`config.mk`:
```
export PLATFORM = sky130hd
export DESIGN_NAME = snake_tile_renderer_flat
export DESIGN_NICKNAME = d
export VERILOG_FILES = /design/src/rtl/snake_tile_renderer_if.sv /design/src/rtl/snake_tile_renderer.sv /design/src/flat_wrapper.sv
export SDC_FILE = /design/constraint.sdc
export NUM_CORES = 2
export LEC_CHECK = 0
export ABC_CLOCK_PERIOD_IN_PS = 7890
export BUFFER_PORTS_ARGS = -buffer_cell sky130_fd_sc_hd__buf_2
export CORE_MARGIN = 4
export CORE_UTILIZATION = 50
export DETAILED_ROUTE_END_ITERATION = 8
export PLACE_DENSITY = 0.65
export SETUP_SLACK_MARGIN = 0.2
export SYNTH_ARGS = -nofsm -noshare
export SYNTH_HDL_FRONTEND = slang
export SYNTH_SLANG_ARGS = --single-unit
```
`constraint.sdc`:
```
create_clock -name clk -period 7.89 [get_ports clk]
set_input_delay 1.578 -clock clk [delete_from_list [all_inputs] [get_ports clk]]
set_output_delay 1.578 -clock clk [all_outputs]
set_load 0.05 [all_outputs]
```
`src/rtl/snake_tile_renderer_if.sv`:
```
// Video-timing, tile-map write and interrupt signals shared by the tile renderer and its driver.
// Latency: none (wiring only).
// Backpressure: none; the pixel stream is free-running and map writes are always accepted.
interface snake_tile_renderer_if;
  // Video timing in
  logic [10:0] h_cnt;
  logic [9:0]  v_cnt;
  logic        h_sync;
  logic        v_sync;
  logic        blank;
  logic        frame_end;
  // Tile map write port
  logic        wr_en;
  logic [10:0] wr_addr;
  logic [1:0]  wr_data;
  // Interrupt acknowledge
  logic        irq_ack;
  // Pixel and delayed timing out
  logic [11:0] rgb;
  logic        h_sync_o;
  logic        v_sync_o;
  logic        blank_o;
  logic        frame_irq;

  // Driver side: timing generator, CPU and display sink
  modport master (
    output h_cnt, v_cnt, h_sync, v_sync, blank, frame_end,
    output wr_en, wr_addr, wr_data, irq_ack,
    input  rgb, h_sync_o, v_sync_o, blank_o, frame_irq
  );

  // Renderer side
  modport slave (
    input  h_cnt, v_cnt, h_sync, v_sync, blank, frame_end,
    input  wr_en, wr_addr, wr_data, irq_ack,
    output rgb, h_sync_o, v_sync_o, blank_o, frame_irq
  );
endinterface

```
`src/rtl/snake_tile_renderer.sv`:
```
// Renders a 40x30 map of 16x16 tiles to RGB444, keeping sync/blank aligned; raises a sticky frame irq.
// Latency: 3 clk from (h_cnt, v_cnt, sync, blank) to (rgb, sync_o, blank_o); frame_irq 1 clk.
// Backpressure: none; one pixel per clock, map writes accepted every cycle. Option: GRID_LINES_EN.
module snake_tile_renderer #(
  parameter logic [11:0] COL_EMPTY = 12'h000,
  parameter logic [11:0] COL_BODY  = 12'h0F0,
  parameter logic [11:0] COL_HEAD  = 12'hFF0,
  parameter logic [11:0] COL_FOOD  = 12'hF00,
  parameter logic [11:0] COL_GRID  = 12'h333
) (
  input logic                 clk,
  input logic                 rst,
  snake_tile_renderer_if.slave bus
);

  localparam int TILES = 1200;

  typedef struct packed {
    logic h_sync;
    logic v_sync;
    logic blank;
  } side_t;

  localparam side_t SIDE_RST = '{h_sync: 1'b1, v_sync: 1'b0, blank: 1'b1};

  // Stage registers
  logic [10:0] s1_addr_d, s1_addr_q;
  side_t       s1_side_d, s1_side_q;
  side_t       s2_side_d, s2_side_q;
  logic [1:0]  s2_code_d, s2_code_q;
  logic [11:0] rgb_d, rgb_q;
  side_t       out_side_d, out_side_q;
  logic        frame_irq_d, frame_irq_q;

  logic [5:0]  col;
  logic [4:0]  row;
  logic        wr_ok;

  logic [1:0]  tile_mem [TILES];

  assign col   = bus.h_cnt[9:4];
  assign row   = bus.v_cnt[8:4];
  assign wr_ok = bus.wr_en && (bus.wr_addr < 11'd1200);

`ifdef GRID_LINES_EN
  // Only the "on a tile edge" fact of the low coordinate bits matters, so that
  // single bit travels down the pipe instead of both 4-bit fields.
  logic s1_grid_d, s1_grid_q;
  logic s2_grid_d, s2_grid_q;
  logic unused_cnt_bits;
  assign unused_cnt_bits = ^{bus.h_cnt[10], bus.v_cnt[9]};
`else
  logic unused_cnt_bits;
  assign unused_cnt_bits = ^{bus.h_cnt[10], bus.h_cnt[3:0], bus.v_cnt[9], bus.v_cnt[3:0]};
`endif

  // S0: tile index from pixel position (row*40 = row*32 + row*8); off-map pixels read tile 0
  always_comb begin
    s1_addr_d = '0;
    s1_side_d = '{h_sync: bus.h_sync, v_sync: bus.v_sync, blank: bus.blank};
    if ((col < 6'd40) && (row < 5'd30)) begin
      s1_addr_d = ({6'd0, row} << 5) + ({6'd0, row} << 3) + {5'd0, col};
    end
  end

  // S1: RAM read address is s1_addr_q; sideband just moves one stage on
  always_comb begin
    s2_code_d = tile_mem[s1_addr_q];
    s2_side_d = s1_side_q;
  end

`ifdef GRID_LINES_EN
  // Grid flag follows the pixel through S0 and S1
  always_comb begin
    s1_grid_d = (bus.h_cnt[3:0] == 4'd0) || (bus.v_cnt[3:0] == 4'd0);
    s2_grid_d = s1_grid_q;
  end
`endif

  // S2: palette lookup; blanking always wins so nothing is driven in the porches
  always_comb begin
    rgb_d = COL_EMPTY;
    unique case (s2_code_q)
      2'd0:    rgb_d = COL_EMPTY;
      2'd1:    rgb_d = COL_BODY;
      2'd2:    rgb_d = COL_HEAD;
      default: rgb_d = COL_FOOD;
    endcase
`ifdef GRID_LINES_EN
    if ((s2_code_q == 2'd0) && s2_grid_q) begin
      rgb_d = COL_GRID;
    end
`endif
    if (s2_side_q.blank) begin
      rgb_d = '0;
    end
    out_side_d = s2_side_q;
  end

  // Sticky frame interrupt: a new frame_end outranks a simultaneous acknowledge
  always_comb begin
    frame_irq_d = frame_irq_q;
    if (bus.frame_end) begin
      frame_irq_d = 1'b1;
    end else if (bus.irq_ack) begin
      frame_irq_d = 1'b0;
    end
  end

  // Pipeline and interrupt state; reset flushes every stage to the blanked idle values
  always_ff @(posedge clk) begin
    if (!rst) begin
      s1_addr_q   <= '0;
      s1_side_q   <= SIDE_RST;
      s2_side_q   <= SIDE_RST;
      rgb_q       <= '0;
      out_side_q  <= SIDE_RST;
      frame_irq_q <= 1'b0;
    end else begin
      s1_addr_q   <= s1_addr_d;
      s1_side_q   <= s1_side_d;
      s2_side_q   <= s2_side_d;
      rgb_q       <= rgb_d;
      out_side_q  <= out_side_d;
      frame_irq_q <= frame_irq_d;
    end
  end

`ifdef GRID_LINES_EN
  // Grid flag stages; reset value is irrelevant because blank is forced during reset
  always_ff @(posedge clk) begin
    if (!rst) begin
      s1_grid_q <= 1'b0;
      s2_grid_q <= 1'b0;
    end else begin
      s1_grid_q <= s1_grid_d;
      s2_grid_q <= s2_grid_d;
    end
  end
`endif

  // Tile RAM with registered read-first output. The read register has no reset so it
  // can live inside the RAM primitive; the reset blank flag masks it until refilled.
  always_ff @(posedge clk) begin
    if (wr_ok) begin
      tile_mem[bus.wr_addr] <= bus.wr_data;
    end
    s2_code_q <= s2_code_d;
  end

  assign bus.rgb       = rgb_q;
  assign bus.h_sync_o  = out_side_q.h_sync;
  assign bus.v_sync_o  = out_side_q.v_sync;
  assign bus.blank_o   = out_side_q.blank;
  assign bus.frame_irq = frame_irq_q;

endmodule

```
`src/flat_wrapper.sv`:
```
// flat-port wrapper written by rule: the top's interface ports become plain ports
module snake_tile_renderer_flat 
#(
  parameter logic [11:0] COL_EMPTY = 12'h000,
  parameter logic [11:0] COL_BODY  = 12'h0F0,
  parameter logic [11:0] COL_HEAD  = 12'hFF0,
  parameter logic [11:0] COL_FOOD  = 12'hF00,
  parameter logic [11:0] COL_GRID  = 12'h333
)
  (clk, rst, bus_h_cnt, bus_v_cnt, bus_h_sync, bus_v_sync, bus_blank, bus_frame_end, bus_wr_en, bus_wr_addr, bus_wr_data, bus_irq_ack, bus_rgb, bus_h_sync_o, bus_v_sync_o, bus_blank_o, bus_frame_irq);
  snake_tile_renderer_if bus_i ();
  input logic clk;
  input logic rst;
  input wire logic [$bits(bus_i.h_cnt)-1:0] bus_h_cnt;
  input wire logic [$bits(bus_i.v_cnt)-1:0] bus_v_cnt;
  input wire logic [$bits(bus_i.h_sync)-1:0] bus_h_sync;
  input wire logic [$bits(bus_i.v_sync)-1:0] bus_v_sync;
  input wire logic [$bits(bus_i.blank)-1:0] bus_blank;
  input wire logic [$bits(bus_i.frame_end)-1:0] bus_frame_end;
  input wire logic [$bits(bus_i.wr_en)-1:0] bus_wr_en;
  input wire logic [$bits(bus_i.wr_addr)-1:0] bus_wr_addr;
  input wire logic [$bits(bus_i.wr_data)-1:0] bus_wr_data;
  input wire logic [$bits(bus_i.irq_ack)-1:0] bus_irq_ack;
  output wire logic [$bits(bus_i.rgb)-1:0] bus_rgb;
  output wire logic [$bits(bus_i.h_sync_o)-1:0] bus_h_sync_o;
  output wire logic [$bits(bus_i.v_sync_o)-1:0] bus_v_sync_o;
  output wire logic [$bits(bus_i.blank_o)-1:0] bus_blank_o;
  output wire logic [$bits(bus_i.frame_irq)-1:0] bus_frame_irq;
  assign bus_i.h_cnt = bus_h_cnt;
  assign bus_i.v_cnt = bus_v_cnt;
  assign bus_i.h_sync = bus_h_sync;
  assign bus_i.v_sync = bus_v_sync;
  assign bus_i.blank = bus_blank;
  assign bus_i.frame_end = bus_frame_end;
  assign bus_i.wr_en = bus_wr_en;
  assign bus_i.wr_addr = bus_wr_addr;
  assign bus_i.wr_data = bus_wr_data;
  assign bus_i.irq_ack = bus_irq_ack;
  assign bus_rgb = bus_i.rgb;
  assign bus_h_sync_o = bus_i.h_sync_o;
  assign bus_v_sync_o = bus_i.v_sync_o;
  assign bus_blank_o = bus_i.blank_o;
  assign bus_frame_irq = bus_i.frame_irq;
  snake_tile_renderer #(.COL_EMPTY(COL_EMPTY), .COL_BODY(COL_BODY), .COL_HEAD(COL_HEAD), .COL_FOOD(COL_FOOD), .COL_GRID(COL_GRID)) u_core (.clk(clk), .rst(rst), .bus(bus_i));
endmodule
```
==> results.yml <==
timing:
  tightestPinTransition_ns: 1.280
  hold-worst-slack_ns: 0.4085
  max_freq_mhz: 207.4
  period_share: 0.6110
  setup_tns_ns: 0
  finalHoldViolations: 0
  finalSetupViolations: 0
  drv_slew: 0
  min_period_ns: 4.821
  finClkSkew_ns: 0.02615
  rsz0062_at_grt: "false"
  slew-limit-headroom: 0.1443
grt:
  grt_pass1_vias: 52870
  antenna_found_initial: 7
  overflow: 0
  grt_use_total: 0.2436
  grt_pass1_wl_um: 362500
  grt_max_degree: 228
synth:
  netlist_top_cells_area: "edfxtp_1 73%, mux4_2 13%, nor2_1 4.7%, mux2i_1 1.6%, a22oi_1 1.5%"
  netlist_top_cells_count: "2400 x edfxtp_1, 1227 x nor2_1, 556 x mux4_2"
  synth_area_per_cell_sq_um: 17.66
  seq_area_frac_synth: 0.7390
  yosysTopAreaCellShare: 0.7339
  yosysTopAreaCell: "edfxtp_1"
  ys_ff_latch: 2425
  synth.distinct_cells: 64
  async_reset_ff_frac: 0
  netlist_area_sq_mm: 0.09820
  synthFlopType: "edfxtp_1"
  synth.most_common_cell: "edfxtp_1"
  synthCells: 5560
  synth-edff-count: 2400
  ys_warn_count: 0
floorplanning:
  die_area_sq_mm: 0.2036
  die_x_um: 451.2
  rows: 162
  io_pins: 58
  die_height_um: 451.2
  start_util: 0.5031
  coreArea_sq_mm: 0.1952
cells_and_area:
  seq_area_sq_mm: 0.07259
  multi_input_area_sq_mm: 0.02365
  area_delta_synth_final_pct: 10.73
  fin_util: 0.5571
  fillers: 14860
  stdcell_count: 8343
  fin_nets: 5571
  layout-drive-gt1-share: 0.2003
placed_design:
  gp_congestion: 0.7776
  dp.cells: 7906
  io_buffers: 43
  hpwl_um: 131300
clocking:
  post_cts_buffers: 0
  h-tree-depth: 4
  cts-root-buf: "clkbuf_16"
  cts_sinks: 2425
  post_cts_resized: 0
  cts_tree: "yes"
  numCtsBuffers: 232
  clk_path_buf_depth: 3
  clk_pin_slew_ns: 0.06
  ctsHoldBuffers: 0
  insertion_delay_ns: 0.86
detailed_routing:
  vias: 51760
  drc: 0
  drt_first_pass_iters: 6
  drt_iter0_drc: 6689
  wl_met3_um: 18390
  vias_per_cell: 6.204
  wl_per_cell_um: 29.84
  wirelength_um: 249000
  dr_wl_met2_um: 125600
  highest_layer: "met5"
  met1_length_um: 97270
  antenna_left: 0
hold_path:
  hold_depth: 1
  hp-class: "register to register"
  min-delay-start: "u_core.out_side_d[2]"
  hold_end: "u_core.bus.h_sync_o"
critical_path:
  r2r_start: "u_core.s1_addr_q[0]"
  crit_fanout: 40
  ff2ff_path_depth: 8
  crit_path_end_kind: "register"
  r2r_setup_slack_ns: 3.07
  r2r-end: "u_core.s2_code_q[0]"
  arrival_ns: 5.40
  worstPathRequired_ns: 8.47
  path_class: "register to register"
  critPathLaunchType: "register"
status:
  status: "completed"
power:
  p_per_area_mw_per_mm2: 245.9
  power_leakage_nw: 32.24
  vdd_drop_max_mv: 0.2008
  total_power_mw: 26.74
job:
  maxCapViolations: 0
[through the flow]
stage	setup slack [ns]	instance area, sq um
floorplan	4.144	98210
global placement	2.918	101100
detailed placement	2.891	101100
CTS	2.991	108700
global route	2.851	108700
finish	3.069	108700
[layer usage]
layer  global-route usage  vias up
met1               0.3313    27410
met5                    0        -
met3              0.03780      403
met4              0.07589        6
met2               0.4090     2235
li1                     -    21710
[kinds of logic (layout without fill, tap and decap cells)]
family / after synthesis / after routing / share of synthesized area
xor gates and xnor gates: 3 / 3 / 0.0002676
adders and majority gates: 13 / 13 / 0.001809
and+or+nand+nor: 1505 / 1505 / 0.06141
muxes: 719 / 719 / 0.1442
DFF: 2425 / 2425 / 0.7390
buffers and inverters: 467 / 621 / 0.02338
other: 1 / 6 / 0.00003819
AOI/OAI and AO/OA: 427 / 427 / 0.02993
[layout by cell type (no fill, tap or decap), types with 6 or more instances in the layout]
| master | n |
|---|---|
| a211oi_1 | 13 |
| a21oi_1 | 107 |
| a221oi_1 | 14 |
| a22o_1 | 13 |
| a22oi_1 | 193 |
| a32oi_1 | 6 |
| and2_1 | 12 |
| and3_1 | 11 |
| buf_12 | 19 |
| buf_2 | 41 |
| buf_4 | 120 |
| bufinv_16 | 29 |
| clkbuf_1 | 37 |
| clkbuf_16 | 239 |
| clkinv_1 | 57 |
| clkinv_2 | 48 |
| clkinvlp_4 | 9 |
| dfxtp_1 | 19 |
| edfxtp_1 | 2400 |
| ha_1 | 11 |
| inv_6 | 6 |
| mux2i_1 | 159 |
| mux4_2 | 556 |
| nand2_1 | 87 |
| nand2_4 | 32 |
| nand2b_1 | 13 |
| nand3_1 | 40 |
| nand4_1 | 7 |
| nor2_1 | 1224 |
| nor2b_1 | 19 |
| nor3_1 | 9 |
| nor3b_1 | 7 |
| nor4_1 | 9 |
| o211ai_1 | 9 |
| o21ai_0 | 25 |
| o22ai_1 | 8 |
| or4_1 | 7 |
[critical path, cell delays in order (launching register included)]
cell       delay, ns
dfxtp_4         0.80
buf_4           0.76
mux4_2          0.61
mux4_2          0.48
nor2b_1         0.17
a211oi_1        0.38
a211oi_1        0.16
o2111ai_1       0.63
o211ai_1        0.52
[registers in the layout (all words and copies together) (netlist names)]
signal,count
u_core.s1_addr_q,11
u_core.bus.blank_o,1
u_core.s2_code_q,2
u_core.bus.frame_irq,1
u_core.bus.h_sync_o,1
u_core.bus.rgb,2
u_core.s1_side_q,3
u_core.out_side_d,3
u_core.tile_mem,2400
u_core.bus.v_sync_o,1
[worst max path at each step]
stage                        startpoint                       to  slack [ns]
floorplan                bus_wr_addr[5]  u_core.tile_mem[297][0]        4.14
global placement         bus_wr_addr[5]  u_core.tile_mem[717][1]        2.92
detailed placement       bus_wr_addr[5]  u_core.tile_mem[717][1]        2.89
CTS                 u_core.s1_addr_q[0]      u_core.s2_code_q[1]        2.99
global route        u_core.s1_addr_q[0]      u_core.s2_code_q[0]        2.85
finish              u_core.s1_addr_q[0]      u_core.s2_code_q[0]        3.07
[area by class of cell]
class                   instances  area share
well taps                    2624     0.03019
flip-flops and latches       2425      0.6675
clock buffers                 279     0.05666
repair buffers                182     0.01395
clock inverters               156     0.01399
inverters                       4   0.0001381
multi-input cells            2671      0.2175
diodes                          2  0.00004603
[power by group]
part	switching (mW)	internal (mW)	total (mW)	leakage [nW]
logic	0.857	0.444	1.30	6.71
clock network	4.76	6.48	11.2	3.76
registers	0.0316	14.2	14.2	21.8
No activity file was read; power rests on OpenSTA's default activity.
